<file path="src/rtl/truth_table_sweeper_pkg.sv">
// Shared constants for the truth-table sweeper: FSM encoding and MISR parameters.
// The optional signature engine is enabled with TRUTH_TABLE_SWEEPER_MISR_EN.
package truth_table_sweeper_pkg;

  localparam int unsigned ST_W  = 2;
  localparam int unsigned CNT_W = 8;
  localparam int unsigned SIG_W = 16;

  localparam logic [ST_W-1:0] ST_IDLE   = 2'd0;
  localparam logic [ST_W-1:0] ST_SETTLE = 2'd1;
  localparam logic [ST_W-1:0] ST_SAMPLE = 2'd2;
  localparam logic [ST_W-1:0] ST_DONE   = 2'd3;

  localparam logic [SIG_W-1:0] MISR_POLY = 16'h1021;
  localparam logic [SIG_W-1:0] MISR_SEED = 16'hFFFF;

  // One serial MISR step: shift left, fold in polynomial on carry-out, xor data into bit 0.
  function automatic logic [SIG_W-1:0] misr_step(input logic [SIG_W-1:0] sig,
                                                 input logic             din);
    logic [SIG_W-1:0] fb;
    fb = sig[SIG_W-1] ? MISR_POLY : '0;
    return {sig[SIG_W-2:0], 1'b0} ^ fb ^ {{(SIG_W-1){1'b0}}, din};
  endfunction

endpackage

</file>
<file path="src/rtl/sweep_misr.sv">
// Serial 16-bit signature register compressing the sampled response stream.
// Instantiated by truth_table_sweeper only when TRUTH_TABLE_SWEEPER_MISR_EN is defined.
module sweep_misr
  import truth_table_sweeper_pkg::*;
(
  input  logic             clk,
  input  logic             rst,
  input  logic             clear,
  input  logic             shift_en,
  input  logic             din,
  output logic [SIG_W-1:0] sig
);

  logic [SIG_W-1:0] r_sig;

  always_ff @(posedge clk) begin
    if (rst) begin
      r_sig <= '0;
    end else if (clear) begin
      r_sig <= MISR_SEED;
    end else if (shift_en) begin
      r_sig <= misr_step(r_sig, din);
    end
  end

  assign sig = r_sig;

endmodule

</file>
<file path="src/rtl/truth_table_sweeper.sv">
// Exhaustive stimulus/response engine for an N-input combinational circuit.
// Define TRUTH_TABLE_SWEEPER_MISR_EN to add the 16-bit response signature output.
module truth_table_sweeper
  import truth_table_sweeper_pkg::*;
#(
  parameter int unsigned N      = 7,
  parameter int unsigned SETTLE = 1
) (
  input  logic             clk,
  input  logic             rst,
  input  logic             start,
  input  logic             dut_y,
  output logic [N-1:0]     vec_out,
  output logic             busy,
  output logic             done,
  output logic [N:0]       ones_count,
  output logic             found,
  output logic [N-1:0]     first_one
`ifdef TRUTH_TABLE_SWEEPER_MISR_EN
  ,
  output logic [SIG_W-1:0] signature
`endif
);

  localparam int unsigned      ONES_W      = N + 1;
  localparam logic [N-1:0]     VEC_LAST    = '1;
  localparam logic [CNT_W-1:0] SETTLE_LAST = (SETTLE > 0) ? CNT_W'(SETTLE - 1) : '0;
  // With no settle time every vector goes straight to its sample cycle.
  localparam logic [ST_W-1:0]  ST_NEXT_VEC = (SETTLE > 0) ? ST_SETTLE : ST_SAMPLE;

  logic [ST_W-1:0]   r_state, w_state_nxt;
  logic [CNT_W-1:0]  r_cnt,   w_cnt_nxt;
  logic [N-1:0]      r_vec,   w_vec_nxt;
  logic              r_busy,  w_busy_nxt;
  logic              r_done,  w_done_nxt;
  logic [ONES_W-1:0] r_ones,  w_ones_nxt;
  logic              r_found, w_found_nxt;
  logic [N-1:0]      r_first, w_first_nxt;

  always_ff @(posedge clk) begin
    if (rst) begin
      r_state <= ST_IDLE;
      r_cnt   <= '0;
      r_vec   <= '0;
      r_busy  <= 1'b0;
      r_done  <= 1'b0;
      r_ones  <= '0;
      r_found <= 1'b0;
      r_first <= '0;
    end else begin
      r_state <= w_state_nxt;
      r_cnt   <= w_cnt_nxt;
      r_vec   <= w_vec_nxt;
      r_busy  <= w_busy_nxt;
      r_done  <= w_done_nxt;
      r_ones  <= w_ones_nxt;
      r_found <= w_found_nxt;
      r_first <= w_first_nxt;
    end
  end

  // Next-state and result update; start is only honoured from IDLE or DONE.
  always_comb begin
    w_state_nxt = r_state;
    w_cnt_nxt   = r_cnt;
    w_vec_nxt   = r_vec;
    w_busy_nxt  = r_busy;
    w_done_nxt  = r_done;
    w_ones_nxt  = r_ones;
    w_found_nxt = r_found;
    w_first_nxt = r_first;

    case (r_state)
      ST_IDLE, ST_DONE: begin
        if (start) begin
          w_vec_nxt   = '0;
          w_ones_nxt  = '0;
          w_found_nxt = 1'b0;
          w_first_nxt = '0;
          w_done_nxt  = 1'b0;
          w_busy_nxt  = 1'b1;
          w_cnt_nxt   = '0;
          w_state_nxt = ST_NEXT_VEC;
        end
      end

      ST_SETTLE: begin
        if (r_cnt == SETTLE_LAST) begin
          w_cnt_nxt   = '0;
          w_state_nxt = ST_SAMPLE;
        end else begin
          w_cnt_nxt = r_cnt + CNT_W'(1);
        end
      end

      ST_SAMPLE: begin
        if (dut_y) begin
          w_ones_nxt = r_ones + ONES_W'(1);
          if (!r_found) begin
            w_found_nxt = 1'b1;
            w_first_nxt = r_vec;
          end
        end
        if (r_vec == VEC_LAST) begin
          w_busy_nxt  = 1'b0;
          w_done_nxt  = 1'b1;
          w_state_nxt = ST_DONE;
        end else begin
          w_vec_nxt   = r_vec + N'(1);
          w_state_nxt = ST_NEXT_VEC;
        end
      end

      default: begin
        w_state_nxt = ST_IDLE;
      end
    endcase
  end

  assign vec_out    = r_vec;
  assign busy       = r_busy;
  assign done       = r_done;
  assign ones_count = r_ones;
  assign found      = r_found;
  assign first_one  = r_first;

`ifdef TRUTH_TABLE_SWEEPER_MISR_EN
  logic w_misr_clear;
  logic w_misr_shift;

  // Seed on an accepted start, compress one response bit per sample cycle.
  assign w_misr_clear = ((r_state == ST_IDLE) || (r_state == ST_DONE)) && start;
  assign w_misr_shift = (r_state == ST_SAMPLE);

  sweep_misr u_misr (
    .clk      (clk),
    .rst      (rst),
    .clear    (w_misr_clear),
    .shift_en (w_misr_shift),
    .din      (dut_y),
    .sig      (signature)
  );
`endif

endmodule

</file>
<file path="config.mk">
export PLATFORM = sky130hd
export DESIGN_NAME = truth_table_sweeper
export DESIGN_NICKNAME = d
export VERILOG_FILES = /design/src/rtl/truth_table_sweeper_pkg.sv /design/src/rtl/sweep_misr.sv /design/src/rtl/truth_table_sweeper.sv
export SDC_FILE = /design/constraint.sdc
export NUM_CORES = 1
export LEC_CHECK = 0
export CAP_MARGIN = 20
export CORE_MARGIN = 2
export CORE_UTILIZATION = 49
export CTS_BUF_LIST = sky130_fd_sc_hd__clkbuf_2
export DETAILED_ROUTE_END_ITERATION = 7
export PLACE_DENSITY = 0.86
export SYNTH_ARGS = -nofsm -noshare
export SYNTH_HDL_FRONTEND = slang
export SYNTH_SLANG_ARGS = --single-unit
</file>
<file path="constraint.sdc">
create_clock -name clk -period 1.8 [get_ports clk]
set_input_delay 0.36 -clock clk [delete_from_list [all_inputs] [get_ports clk]]
set_output_delay 0.36 -clock clk [all_outputs]
set_load 0.01 [all_outputs]
</file>
==> results.json <==
{
  "run_status": "finished, final reports clean",
  "clock_path_buffers": 2,
  "drt_first_pass_iters": 4,
  "nets": 261,
  "grt_start_max_net_pins": 25,
  "cp_max_fo": 4,
  "final_cell_count_no_fill": 297,
  "holdBufCountCts": 0,
  "gr-total-overflow": 0,
  "critical_path_arrival_ns": 1.41,
  "dominantRegCellSynth": "dfxtp_1",
  "worst_ir_drop_vdd_uv": 374,
  "area_growth_synth_to_finish_pct": 32.1,
  "worst_setup_hold_path_clk_slew_ns": 0.18,
  "crit_type": "reg2out",
  "critPathCaptureType": "output port",
  "cts_num_sinks": 35,
  "clk_root_buffer_cell": "clkbuf_2",
  "setup_violations": 0,
  "preCtsSetupSlack_ns": -0.151,
  "slew_violations": 0,
  "stdcell_area_um2": 2300,
  "critPathLaunchType": "flop",
  "worst_skew_pair.late_latency_ns": 0.40,
  "worst_slew_pin_slew_ns": 0.450,
  "diodes": 0,
  "required_ns": 1.44,
  "netlist.top_cell.by_area": "dfxtp_1",
  "drv_cap": 0,
  "die_h_um": 63.6,
  "p_per_area_nw_per_um2": 628,
  "cts_tree": "yes",
  "synth_area_um2": 1740,
  "setup_tns_ns": 0,
  "timing.final.crit_period_ns": 1.77,
  "totalPowerFinal_w": 0.00144,
  "timing.clock.skew_ns": 0.0138,
  "drc": 0,
  "floorplan.initialDensity": 0.517,
  "drt_first_iter_violations": 109,
  "leakagePower_nw": 0.830,
  "most_common_library_cell_in_the_layout_ignoring_fill_and_taps": "clkdlybuf4s50_1",
  "min_setup_slack_post_route_ns": 0.0295,
  "max_slew_margin": 0.698,
  "synthDistinctLibCells": 47,
  "drive_above_1_share": 0.203,
  "mappedNetlistNets": 211,
  "yosysWarnings": 0,
  "drt-vias-per-instance": 5.53,
  "hold_path_class": "reg2reg",
  "syn_avg_cell_area_um2": 8.70,
  "core_area_um2": 3360,
  "design.die.area_um2": 4040,
  "post_route_ant_nets": 0,
  "yosys.area.top_type_share": 0.403,
  "via_count": 1643,
  "synthCells": 200,
  "gp_congestion": 0.870,
  "wl_per_cell_um": 13.7,
  "synth_area_leaders": "dfxtp_1 (40%), ha_1 (5.0%), nor2_1 (5.0%)",
  "place.detailed.hpwl_mm": 2.98,
  "rows": 21,
  "top_level_ports": 29,
  "mostFrequentLayoutCells": "clkdlybuf4s50_1 (27), dfxtp_1 (25), nor2_1 (23)",
  "antenna_found_initial": 0,
  "synth_sequential_area_ratio": 0.403,
  "placed_cells_incl_taps": 288,
  "first_global_vias": 1528,
  "global_route_wire_length_before_repair_mm": 6.94,
  "hold_viol_final": 0,
  "ctsHtreeMaxLevel": 2,
  "cts-buffers-inserted": 5,
  "drt-total-wl_mm": 4.06,
  "place.port_buffers": 28,
  "die-width_um": 63.6,
  "fmax_mhz": 565,
  "dpl_cell_area_um2": 2200,
  "post-route-period-util": 0.984,
  "async_reset_ff_frac": 0,
  "post_synth_edffs": 0,
  "grt_usage": 0.219,
  "synth.ff_latch_count": 35
}
final timing paths:
| path | cells past startpoint | startpoint | to | slack [ns] |
|---|---|---|---|---|
| min | 2 | done | done | 0.49 |
| max reg2reg | 6 | r_state[0] | ones_count[5] | 0.10 |
| min reg2reg | 2 | done | done | 0.49 |
| max | 2 | vec_out[1] | vec_out[1] | 0.03 |
synthesized netlist by cell type (5+ instances only):
cell type and number:
nand3_1 14, nor2_1 23, nand4_1 5, nor3_1 5, ha_1 7, a31oi_1 5
dfxtp_1 35, inv_1 8, o21ai_0 7, a22oi_1 7, nand2_1 14, a21oi_1 15
cell type report:
cell class / instances / area (µm²)
clock buffer: 5 / 25.0
tap: 46 / 57.6
timing repair buffer: 51 / 459
clock inverter: 3 / 15.0
sequential: 35 / 716
fill: 286 / 1070
multi-input combinational: 149 / 995
inverter: 8 / 30.0
stage by stage:
step / util / hold WS [ns]
after global placement: 0.653 / 0.458
after global routing: 0.683 / 0.539
after detailed placement: 0.653 / 0.459
after CTS: 0.672 / 0.499
after floorplan: - / 0.466
final: 0.683 / 0.494
where the power goes:
| part | switching [W] | internal [W] |
|---|---|---|
| clock | 0.000277 | 0.0000863 |
| combinational | 0.000147 | 0.000138 |
| sequential | 0.00000895 | 0.000786 |
worst max-delay path, cell delays in order (launching register included):
cell	delay [ns]
dfxtp_2	0.36
buf_4	0.12
clkdlybuf4s50_1	0.53
layer usage:
metal / wire length, µm / vias to the layer above / track usage
met4: 51 / 0 / 0.0978
met5: 0 / - / 0
met1: 1900 / 772 / 0.277
met2: 1960 / 38 / 0.357
li1: - / 828 / -
met3: 148 / 5 / 0.0446
sequential cells by signal (all words and copies together), names as in the netlist:
register / cells
ones_count: 8
r_cnt: 8
first_one: 7
vec_out: 7
r_state: 2
busy: 1
done: 1
found: 1
repair_timing:
item	CTS	global route
gates resized for setup	8	10
buffers inserted	0	1
endpoints found under the setup margin	14	13
pin swaps	0	1
logic make-up after synthesis:
logic type / after synthesis / synth area share
buf+inv: 16 / 0.0439
mux: 4 / 0.0266
xor+xnor: 5 / 0.0252
compound gates: 47 / 0.176
simple gates: 86 / 0.276
fa+ha+maj: 7 / 0.0504
flops: 35 / 0.403
Power figures use the tool's default switching activity.
